File: src/rtl/ram_arb_pkg.sv
// rtl/ram_arb_pkg.sv - shared types and defaults for the RAM port arbiter
package ram_arb_pkg;

    localparam int ADDR_W_DEF = 6;
    localparam int DATA_W_DEF = 8;
    localparam int ID_W_MAX   = 3;

    typedef enum logic {ST_INIT, ST_RUN} arb_state_t;

    typedef struct packed {
        logic                  we;
        logic [ADDR_W_DEF-1:0] addr;
        logic [DATA_W_DEF-1:0] wdata;
        logic [ID_W_MAX-1:0]   id;
    } ram_cmd_t;

endpackage

File: src/rtl/rr_arbiter.sv
// rtl/rr_arbiter.sv - combinational round-robin grant search
// Ports:
//   req      per-requester request vector
//   ptr      index where the search starts (highest priority this cycle)
//   gnt      one-hot grant
//   gnt_idx  index of the granted requester
//   any      at least one request present
module rr_arbiter #(
    parameter int N_REQ = 2,
    parameter int ID_W  = $clog2(N_REQ)
) (
    input  logic [N_REQ-1:0] req,
    input  logic [ID_W-1:0]  ptr,
    output logic [N_REQ-1:0] gnt,
    output logic [ID_W-1:0]  gnt_idx,
    output logic             any
);

    int idx;

    // Walk upward from ptr with wrap; first hit wins.
    always_comb begin
        gnt     = '0;
        gnt_idx = '0;
        any     = 1'b0;
        idx     = 0;
        for (int k = 0; k < N_REQ; k++) begin
            idx = int'(ptr) + k;
            if (idx >= N_REQ) begin
                idx = idx - N_REQ;
            end
            if (!any && req[idx]) begin
                any      = 1'b1;
                gnt[idx] = 1'b1;
                gnt_idx  = ID_W'(idx);
            end
        end
    end

endmodule

File: src/rtl/ram_port_arbiter.sv
// rtl/ram_port_arbiter.sv - round-robin sharing of one single-port RAM
// Ports:
//   clk, rst_n                          clock, async active-low reset
//   req_valid/req_ready/req_we          per-requester command handshake
//   req_addr/req_wdata                  packed per-requester command fields
//   rsp_valid/rsp_id/rsp_rdata          read response, fixed 3-cycle latency
//   init_done                           clear sweep finished (sticky)
//   mem_we/mem_write_addr/mem_read_addr/mem_data/mem_q   RAM interface
module ram_port_arbiter
    import ram_arb_pkg::*;
#(
    parameter int N_REQ  = 2,
    parameter int ADDR_W = ADDR_W_DEF,
    parameter int DATA_W = DATA_W_DEF
) (
    input  logic                      clk,
    input  logic                      rst_n,
    input  logic [N_REQ-1:0]          req_valid,
    output logic [N_REQ-1:0]          req_ready,
    input  logic [N_REQ-1:0]          req_we,
    input  logic [N_REQ*ADDR_W-1:0]   req_addr,
    input  logic [N_REQ*DATA_W-1:0]   req_wdata,
    output logic                      rsp_valid,
    output logic [$clog2(N_REQ)-1:0]  rsp_id,
    output logic [DATA_W-1:0]         rsp_rdata,
    output logic                      init_done,
    output logic                      mem_we,
    output logic [ADDR_W-1:0]         mem_write_addr,
    output logic [ADDR_W-1:0]         mem_read_addr,
    output logic [DATA_W-1:0]         mem_data,
    input  logic [DATA_W-1:0]         mem_q
);

    localparam int ID_W = $clog2(N_REQ);
    // Counter runs one past the last address so the final sweep write is
    // still on the port when the FSM leaves INIT.
    localparam logic [ADDR_W:0] INIT_END = {1'b1, {ADDR_W{1'b0}}};

    arb_state_t        state, state_nx;
    logic [ADDR_W:0]   init_cnt;
    logic [ID_W-1:0]   rr_ptr;
    logic [N_REQ-1:0]  gnt;
    logic [ID_W-1:0]   gnt_idx;
    logic              gnt_any;
    logic              accept;
    logic              cmd_we;
    logic [ADDR_W-1:0] cmd_addr;
    logic [DATA_W-1:0] cmd_wdata;

    // Read tracking: iss_* aligns with the address on the RAM port,
    // p1_* aligns with mem_q.
    logic              iss_rd;
    logic [ID_W-1:0]   iss_id;
    logic              p1_rd;
    logic [ID_W-1:0]   p1_id;

    rr_arbiter #(
        .N_REQ (N_REQ),
        .ID_W  (ID_W)
    ) u_rr_arbiter (
        .req     (req_valid),
        .ptr     (rr_ptr),
        .gnt     (gnt),
        .gnt_idx (gnt_idx),
        .any     (gnt_any)
    );

    assign cmd_we    = req_we[gnt_idx];
    assign cmd_addr  = req_addr[gnt_idx*ADDR_W +: ADDR_W];
    assign cmd_wdata = req_wdata[gnt_idx*DATA_W +: DATA_W];

    always_ff @(posedge clk or negedge rst_n) begin
        if (!rst_n) begin
            state <= ST_INIT;
        end else begin
            state <= state_nx;
        end
    end

    always_comb begin
        state_nx  = state;
        req_ready = '0;
        accept    = 1'b0;
        case (state)
            ST_INIT: begin
                if (init_cnt == INIT_END) begin
                    state_nx = ST_RUN;
                end
            end
            ST_RUN: begin
                req_ready = gnt;
                accept    = gnt_any;
            end
            default: state_nx = ST_INIT;
        endcase
    end

    always_ff @(posedge clk or negedge rst_n) begin
        if (!rst_n) begin
            init_cnt       <= '0;
            init_done      <= 1'b0;
            rr_ptr         <= '0;
            mem_we         <= 1'b0;
            mem_write_addr <= '0;
            mem_read_addr  <= '0;
            mem_data       <= '0;
            iss_rd         <= 1'b0;
            iss_id         <= '0;
            p1_rd          <= 1'b0;
            p1_id          <= '0;
            rsp_valid      <= 1'b0;
            rsp_id         <= '0;
            rsp_rdata      <= '0;
        end else begin
            iss_rd <= 1'b0;
            if (state == ST_INIT) begin
                if (init_cnt == INIT_END) begin
                    mem_we    <= 1'b0;
                    init_done <= 1'b1;
                end else begin
                    mem_we         <= 1'b1;
                    mem_write_addr <= init_cnt[ADDR_W-1:0];
                    mem_data       <= '0;
                    init_cnt       <= init_cnt + 1'b1;
                end
            end else begin
                mem_we <= accept & cmd_we;
                if (accept) begin
                    iss_rd <= ~cmd_we;
                    iss_id <= gnt_idx;
                    if (cmd_we) begin
                        mem_write_addr <= cmd_addr;
                        mem_data       <= cmd_wdata;
                    end else begin
                        mem_read_addr  <= cmd_addr;
                    end
                    rr_ptr <= (gnt_idx == ID_W'(N_REQ - 1)) ? '0 : gnt_idx + 1'b1;
                end
            end
            p1_rd     <= iss_rd;
            p1_id     <= iss_id;
            rsp_valid <= p1_rd;
            if (p1_rd) begin
                rsp_id    <= p1_id;
                rsp_rdata <= mem_q;
            end
        end
    end

endmodule

File: config.mk
export PLATFORM = sky130hd
export DESIGN_NAME = ram_port_arbiter
export DESIGN_NICKNAME = d
export VERILOG_FILES = /design/src/rtl/ram_arb_pkg.sv /design/src/rtl/rr_arbiter.sv /design/src/rtl/ram_port_arbiter.sv
export SDC_FILE = /design/constraint.sdc
export NUM_CORES = 1
export LEC_CHECK = 0
export BUFFER_PORTS_ARGS = -buffer_cell sky130_fd_sc_hd__buf_2
export CAP_MARGIN = 20
export CELL_PAD_IN_SITES_DETAIL_PLACEMENT = 0
export CELL_PAD_IN_SITES_GLOBAL_PLACEMENT = 1
export CORE_ASPECT_RATIO = 0.7
export CORE_MARGIN = 2
export CORE_UTILIZATION = 30
export DETAILED_ROUTE_END_ITERATION = 10
export PLACE_DENSITY_LB_ADDON = 0.1
export SYNTH_ARGS = -nofsm -noshare
export SYNTH_HDL_FRONTEND = slang
export SYNTH_HIERARCHICAL = 1
export SYNTH_SLANG_ARGS = --single-unit
File: constraint.sdc
create_clock -name clk -period 4.8 [get_ports clk]
set_input_delay 0.96 -clock clk [delete_from_list [all_inputs] [get_ports clk]]
set_output_delay 0.96 -clock clk [all_outputs]
set_load 0.005 [all_outputs]
==> out/metrics.yaml, run 1 <==
critPathKind: "primary input to output port"
min_path_type: "flip-flop to flip-flop"
leakagePower_nw: 1.31
final-setup-viol-count: 0
rows: 25
critPathMaxFanout: 4
ys_warn_count: 6
slew_viol_final: 0
finalClockSkew_ns: 0.00789
top_usage_layer: "met1"
avgViaCountPerCell: 4.55
grt_pass1_wl_um: 8250
placed_cell_area_mm2: 0.00251
swShare: 0.206
fin_ws_ns: 2.36
chipHeight_um: 73.2
period_share: 0.508
insertion_delay_ns: 0.29
final_util: 0.395
ctsRootBufferMaster: "clkbuf_8"
power.density_mw_per_mm2: 271
nNetsFinal: 297
hold_end: "p1_rd$_DFF_PN0_"
cts_tree: "yes"
synth_cells: 179
hold_ws_ns: 0.354
ys_types: 38
die_area_mm2: 0.00753
die_x_um: 103
end_kind: "output port"
drv_cap: 0
clkTransAtPathRegs_ns: 0.09
grt_pass1_vias: 1631
antenna_found_initial: 0
r2r_start: "init_cnt[0]$_DFFE_PN0P_"
layout_common_cells: "buf_2, dfrtp_1, nand2_1"
initial_utilization: 0.307
met1_usage: 0.215
diodes: 0
cp.required_ns: 3.84
ir_drop_mv: 0.105
worst_slew_pin_slew_ns: 0.737
cts_buffers: 5
power_frac_clock: 0.412
drcViolationCount: 0
avgSynthCellArea_um2: 11.5
rrSetupSlack_ns: 2.62
status: "finished, final reports clean"
syn-num-nets: 223
seq_area_frac_synth: 0.549
clock_path_buffers: 2
p_switching_uw: 148
wl_per_cell_um: 13.8
drive_above_1_share: 0.406
fmax_ghz: 0.410
use_met2: 0.200
vias: 1582
numPortBuffers: 75
setup-tns-final_ns: 0
combPwrFrac: 0.060
cts_sinks: 45
grt_max_degree: 46
timing.rr.end: "mem_write_addr[2]$_DFFE_PN0P_"
worst_ep_arrival_time_ns: 1.48
detail_route.first_pass.iterations: 4
final_area_mm2: 0.00264
core_area_mm2: 0.00669
period_needed_ns: 2.44
min_from: "iss_rd$_DFF_PN0_"
p_seq_frac: 0.528
min_path_cells: 0
final_common_cell: "buf_2"
htreeDepth: 2
cts_resized: 0
dp_hpwl_um: 3480
routed_wl_um: 4800
crit_path_start_kind: "primary input"
area_growth_pct: 28.8
dp_slack_ns: 2.06
grt_overflow_total: 0
rsz0062_at_grt: "false"
cts_setup_buffers: 0
synth_seq_cells: 45
ff2ff_path_depth: 6
met3_usage: 0.0421
synthesis.area_mm2: 0.00205
gp_congestion: 0.718
final_antenna_net_count: 0
pin_count: 76
drt_iter0_drc: 69
intPower_uw: 570
hold_buffers: 0
finalHoldViolCount: 0
grt.total_usage: 0.143
relSlewSlack: 0.508
==> critical path, stage by stage <==
cell and delay [ns]:
buf_2 0.12, a21boi_0 0.15, and2_1 0.14, buf_2 0.11
==> synth_stat cells (all sizes together) <==
cell type,count,area [um2]
dfrtp,45,1130
or2,2,12.5
buf,4,25.0
a21oi,6,30.0
nor2b,1,6.26
ha,2,25.0
o211ai,8,60.1
inv,6,22.5
nor2,9,33.8
and3,1,6.26
nand3,12,60.1
nand2,16,60.1
nand4,2,12.5
a221oi,2,17.5
o32a,1,10.0
a211oi,4,35.0
a21boi,3,22.5
xnor2,3,26.3
nor3,2,10.0
o21bai,1,7.51
or4b,1,13.8
o311a,2,21.3
and2,4,25.0
mux2,14,158
o32ai,2,17.5
clkbuf,6,23.8
mux2i,15,150
nand2b,1,6.26
o21ai,3,18.8
xor2,1,8.76
==> how the worst max path moves through the flow <==
stage,startpoint,to,slack [ns],cells after the start
after floorplan,req_valid[1],mem_write_addr[0]$_DFFE_PN0P_,2.27,6
after global placement,req_valid[0],mem_read_addr[5]$_DFFE_PN0P_,2.07,5
after detailed placement,req_valid[0],mem_read_addr[5]$_DFFE_PN0P_,2.06,5
after CTS,req_valid[0],req_ready[1],2.36,4
after global routing,req_valid[1],mem_read_addr[5]$_DFFE_PN0P_,2.17,5
final,req_valid[0],req_ready[1],2.36,4
==> kinds of logic after synthesis <==
group,Yosys count,share of synthesized area
flip-flops,45,0.549
buffers and inverters,16,0.0348
AND/OR/NAND/NOR,51,0.120
adder cells (fa/ha/maj),2,0.0122
AO/OA/AOI/OAI,32,0.117
XOR/XNOR,4,0.0171
multiplexers,29,0.150
==> flip-flops by register name, indices dropped and copies added (netlist names) <==
register,count
rsp_valid,1
p1_rd,1
mem_read_addr,6
rsp_rdata,8
init_done,1
mem_data,8
init_cnt,7
rr_ptr,1
iss_id,1
state,1
mem_write_addr,6
iss_rd,1
mem_we,1
p1_id,1
rsp_id,1
==> through the flow <==
step	power (mW)	cells
finish	0.718	348
global route	0.747	348
CTS	0.727	347
detailed placement	0.429	339
global placement	0.428	339
floorplan	0.400	179
==> layer usage <==
| layer | routed length (um) | share of wire |
|---|---|---|
| met1 | 2500 | 0.52 |
| met2 | 2010 | 0.42 |
| met3 | 265 | 0.055 |
| met4 | 23 | 0.0048 |
| met5 | 0 | 0 |
==> power groups by stage <==
stage          registers, mW  logic [mW]  clock network (mW)
2_1_floorplan          0.386      0.0140                   0
4_1_cts                0.379      0.0426               0.306
3_5_place_dp           0.386      0.0424                   0
3_3_place_gp           0.386      0.0420                   0
5_1_grt                0.379      0.0491               0.320
6_report               0.379      0.0430               0.296
==> area by class of cell <==
| class | count | area, um2 |
|---|---|---|
| Multi-Input combinational cell | 118 | 858 |
| Inverter | 6 | 22.5 |
| Fill cell | 686 | 4050 |
| Tap cell | 94 | 118 |
| Sequential cell | 45 | 1130 |
| Clock buffer | 7 | 86.3 |
| Clock inverter | 1 | 30.0 |
| Timing Repair Buffer | 77 | 403 |
(Power assumes the default switching activity.)
==> run 2: changes to the inputs <==
--- a/config.mk
+++ b/config.mk
@@ -5,6 +5,7 @@
 export SDC_FILE = /design/constraint.sdc
 export NUM_CORES = 1
 export LEC_CHECK = 0
+export ABC_AREA = 1
 export BUFFER_PORTS_ARGS = -buffer_cell sky130_fd_sc_hd__buf_2
 export CAP_MARGIN = 20
 export CELL_PAD_IN_SITES_DETAIL_PLACEMENT = 0
==> constraint.sdc (replaced) <==
create_clock -name clk -period 2.1 [get_ports clk]
set_input_delay 0.42 -clock clk [delete_from_list [all_inputs] [get_ports clk]]
set_output_delay 0.42 -clock clk [all_outputs]
set_load 0.005 [all_outputs]
==> run 2 against run 1 <==
- hold slack worse by 0.24 ns
- power up 120%
- routed wire length up 26%
- critical path depth up 5
- core utilization down 0.98 points
- critical endpoint is now mem_data[5]$_DFFE_PN0P_
- largest power group unchanged
- highest routed layer unchanged
==> out/metrics.yaml, run 2 <==
period_share: 0.792
slew_viol_final: 0
nNetsFinal: 402
avgViaCountPerCell: 4.42
synth_top_area_share: 0.489
end_kind: "flip-flop"
clkTransAtPathRegs_ns: 0.10
seq_area_frac_synth: 0.489
dp_hpwl_um: 4520
synth_ff_type: "dfrtp_1"
synthTopCellsByArea: "dfrtp_1, nand2_1, nand3_1"
power.density_mw_per_mm2: 549
rrSetupSlack_ns: 0.44
synth_compound_area_frac: 0.0391
grt_pass1_vias: 1894
clock_path_buffers: 2
htreeDepth: 2
ctsRootBufferMaster: "clkbuf_8"
diodes: 0
final_util: 0.385
layout_common_cells: "nand2_1, buf_2, dfrtp_1"
period_needed_ns: 1.66
crit_path_start_kind: "flip-flop"
synth_adder_area_share: 0.0109
intPower_mw: 1.16
cts_setup_buffers: 0
chipHeight_um: 77.3
rows: 26
insertion_delay_ns: 0.30
fmax_ghz: 0.601
grt_overflow_total: 0
numPortBuffers: 75
worst_ep_arrival_time_ns: 1.86
cp.required_ns: 2.30
pin_count: 76
power_frac_clock: 0.378
routed_wl_um: 6050
min_path_type: "primary input to async pin"
p_switching_uw: 407
rsz0062_at_grt: "false"
cts_sinks: 45
grt_max_degree: 26
synth-edff-count: 0
drcViolationCount: 0
vias: 2019
avgSynthCellArea_um2: 8.20
drt_iter0_drc: 117
syn-num-nets: 325
drive_above_1_share: 0.315
netlist_top_cells_count: "nand2_1, dfrtp_1, nand3_1, inv_1, nor2_1"
area_growth_pct: 23.5
r2r_start: "rr_ptr$_DFFE_PN0P_"
synth_top_family_by_area: "simple AND/OR/NAND/NOR gates"
critPathMaxStageDelay_ns: 0.43
status: "finished, final reports clean"
critPathKind: "flip-flop to flip-flop"
final_common_cell: "nand2_1"
worst_slew_pin_slew_ns: 0.609
grt.total_usage: 0.151
p_seq_frac: 0.554
largestRegisters: "mem_data x8, rsp_rdata x8, init_cnt x7"
cts_buffers: 5
finalClockSkew_ns: 0.00573
drv_cap: 0
setup-tns-final_ns: 0
die_area_mm2: 0.00841
synthesis.area_mm2: 0.00230
gp_congestion: 0.756
worstPathCellList: "nor2_2 > nor2_1 > inv_4 > nand2_4 > nand3_1 > nand2_1 > inv_2 > nand3_1 > nand2_1"
synthSimpleGateAreaFrac: 0.309
post-synth-top-count-cell: "nand2_1"
critPathMaxFanout: 16
final_antenna_net_count: 0
core_area_mm2: 0.00738
final-setup-viol-count: 0
wl_per_cell_um: 13.2
synth_top_area_cell: "dfrtp_1"
ff2ff_path_depth: 9
relSlewSlack: 0.594
ys_types: 22
combPwrFrac: 0.068
synth_xor_area_frac: 0.0114
cts_tree: "yes"
cts_resized: 0
grt_pass1_wl_um: 9690
synth_seq_cells: 45
timing.rr.end: "mem_data[5]$_DFFE_PN0P_"
async_flop_share: 1.00
synth_mux_area_frac: 0.0440
ir_drop_mv: 0.236
critPathSlowestCell: "dfrtp_1"
detail_route.first_pass.iterations: 4
synth_cells: 281
ys_warn_count: 6
finalHoldViolCount: 0
initial_utilization: 0.312
swShare: 0.260
die_x_um: 109
leakagePower_nw: 1.67
antenna_found_initial: 0
hold_buffers: 0
## run 2: logic make-up after synthesis
kind of cell,Yosys count
flip-flops,45
multiplexers,9
adder cells (fa/ha/maj),2
buffers and inverters,43
XOR/XNOR,3
AO/OA/AOI/OAI,18
AND/OR/NAND/NOR,161
## run 2: power groups by stage
stage / clock network (mW) / registers (mW) / logic, mW
after floorplan: 0 / 0.883 / 0.0392
after global placement: 0 / 0.883 / 0.108
after detailed placement: 0 / 0.883 / 0.108
after CTS: 0.618 / 0.866 / 0.109
after global routing: 0.649 / 0.866 / 0.121
final: 0.590 / 0.866 / 0.106
## run 2: worst max-delay path by stage
stage | from | to | slack [ns] | cells past startpoint
finish | rr_ptr$_DFFE_PN0P_ | mem_data[5]$_DFFE_PN0P_ | 0.44 | 9
global route | rr_ptr$_DFFE_PN0P_ | mem_data[5]$_DFFE_PN0P_ | 0.25 | 9
CTS | rr_ptr$_DFFE_PN0P_ | mem_data[5]$_DFFE_PN0P_ | 0.44 | 9
detailed placement | req_valid[0] | mem_data[5]$_DFFE_PN0P_ | 0.27 | 11
global placement | req_valid[0] | mem_write_addr[5]$_DFFE_PN0P_ | 0.34 | 11
floorplan | req_valid[0] | mem_data[1]$_DFFE_PN0P_ | 0.69 | 11
## run 2: worst max-delay path, delay by kind of cell, from the launching register on
family                 cells  cell delay [ns]
buffers and inverters      2             0.29
flip-flops                 1             0.43
AND/OR/NAND/NOR            7             0.83
## run 2: metal layers
| layer | global-route usage | part of all wire |
|---|---|---|
| met5 | 0 | 0 |
| met4 | 0.0346 | 0.0073 |
| met3 | 0.0374 | 0.068 |
| met2 | 0.204 | 0.39 |
| met1 | 0.238 | 0.53 |
## run 2: metrics by stage
| step | worst slack (ns) | hold slack, ns | area (um2) | instances | power (mW) |
|---|---|---|---|---|---|
| floorplan | 0.690 | 0.124 | 2300 | 281 | 0.922 |
| global placement | 0.337 | 0.335 | 2750 | 449 | 0.991 |
| detailed placement | 0.274 | 0.341 | 2750 | 449 | 0.991 |
| CTS | 0.440 | 0.135 | 2840 | 457 | 1.59 |
| global route | 0.254 | 0.147 | 2840 | 457 | 1.64 |
| finish | 0.437 | 0.110 | 2840 | 457 | 1.56 |
## run 2: cell type report
cell class                      instances  area [um2]
Fill cell                             793        4540
Sequential cell                        45        1130
Multi-Input combinational cell        193         953
Timing Repair Buffer                   82         428
Tap cell                               98         123
Inverter                               31         119
Clock buffer                            5        68.8
Clock inverter                          3        26.3
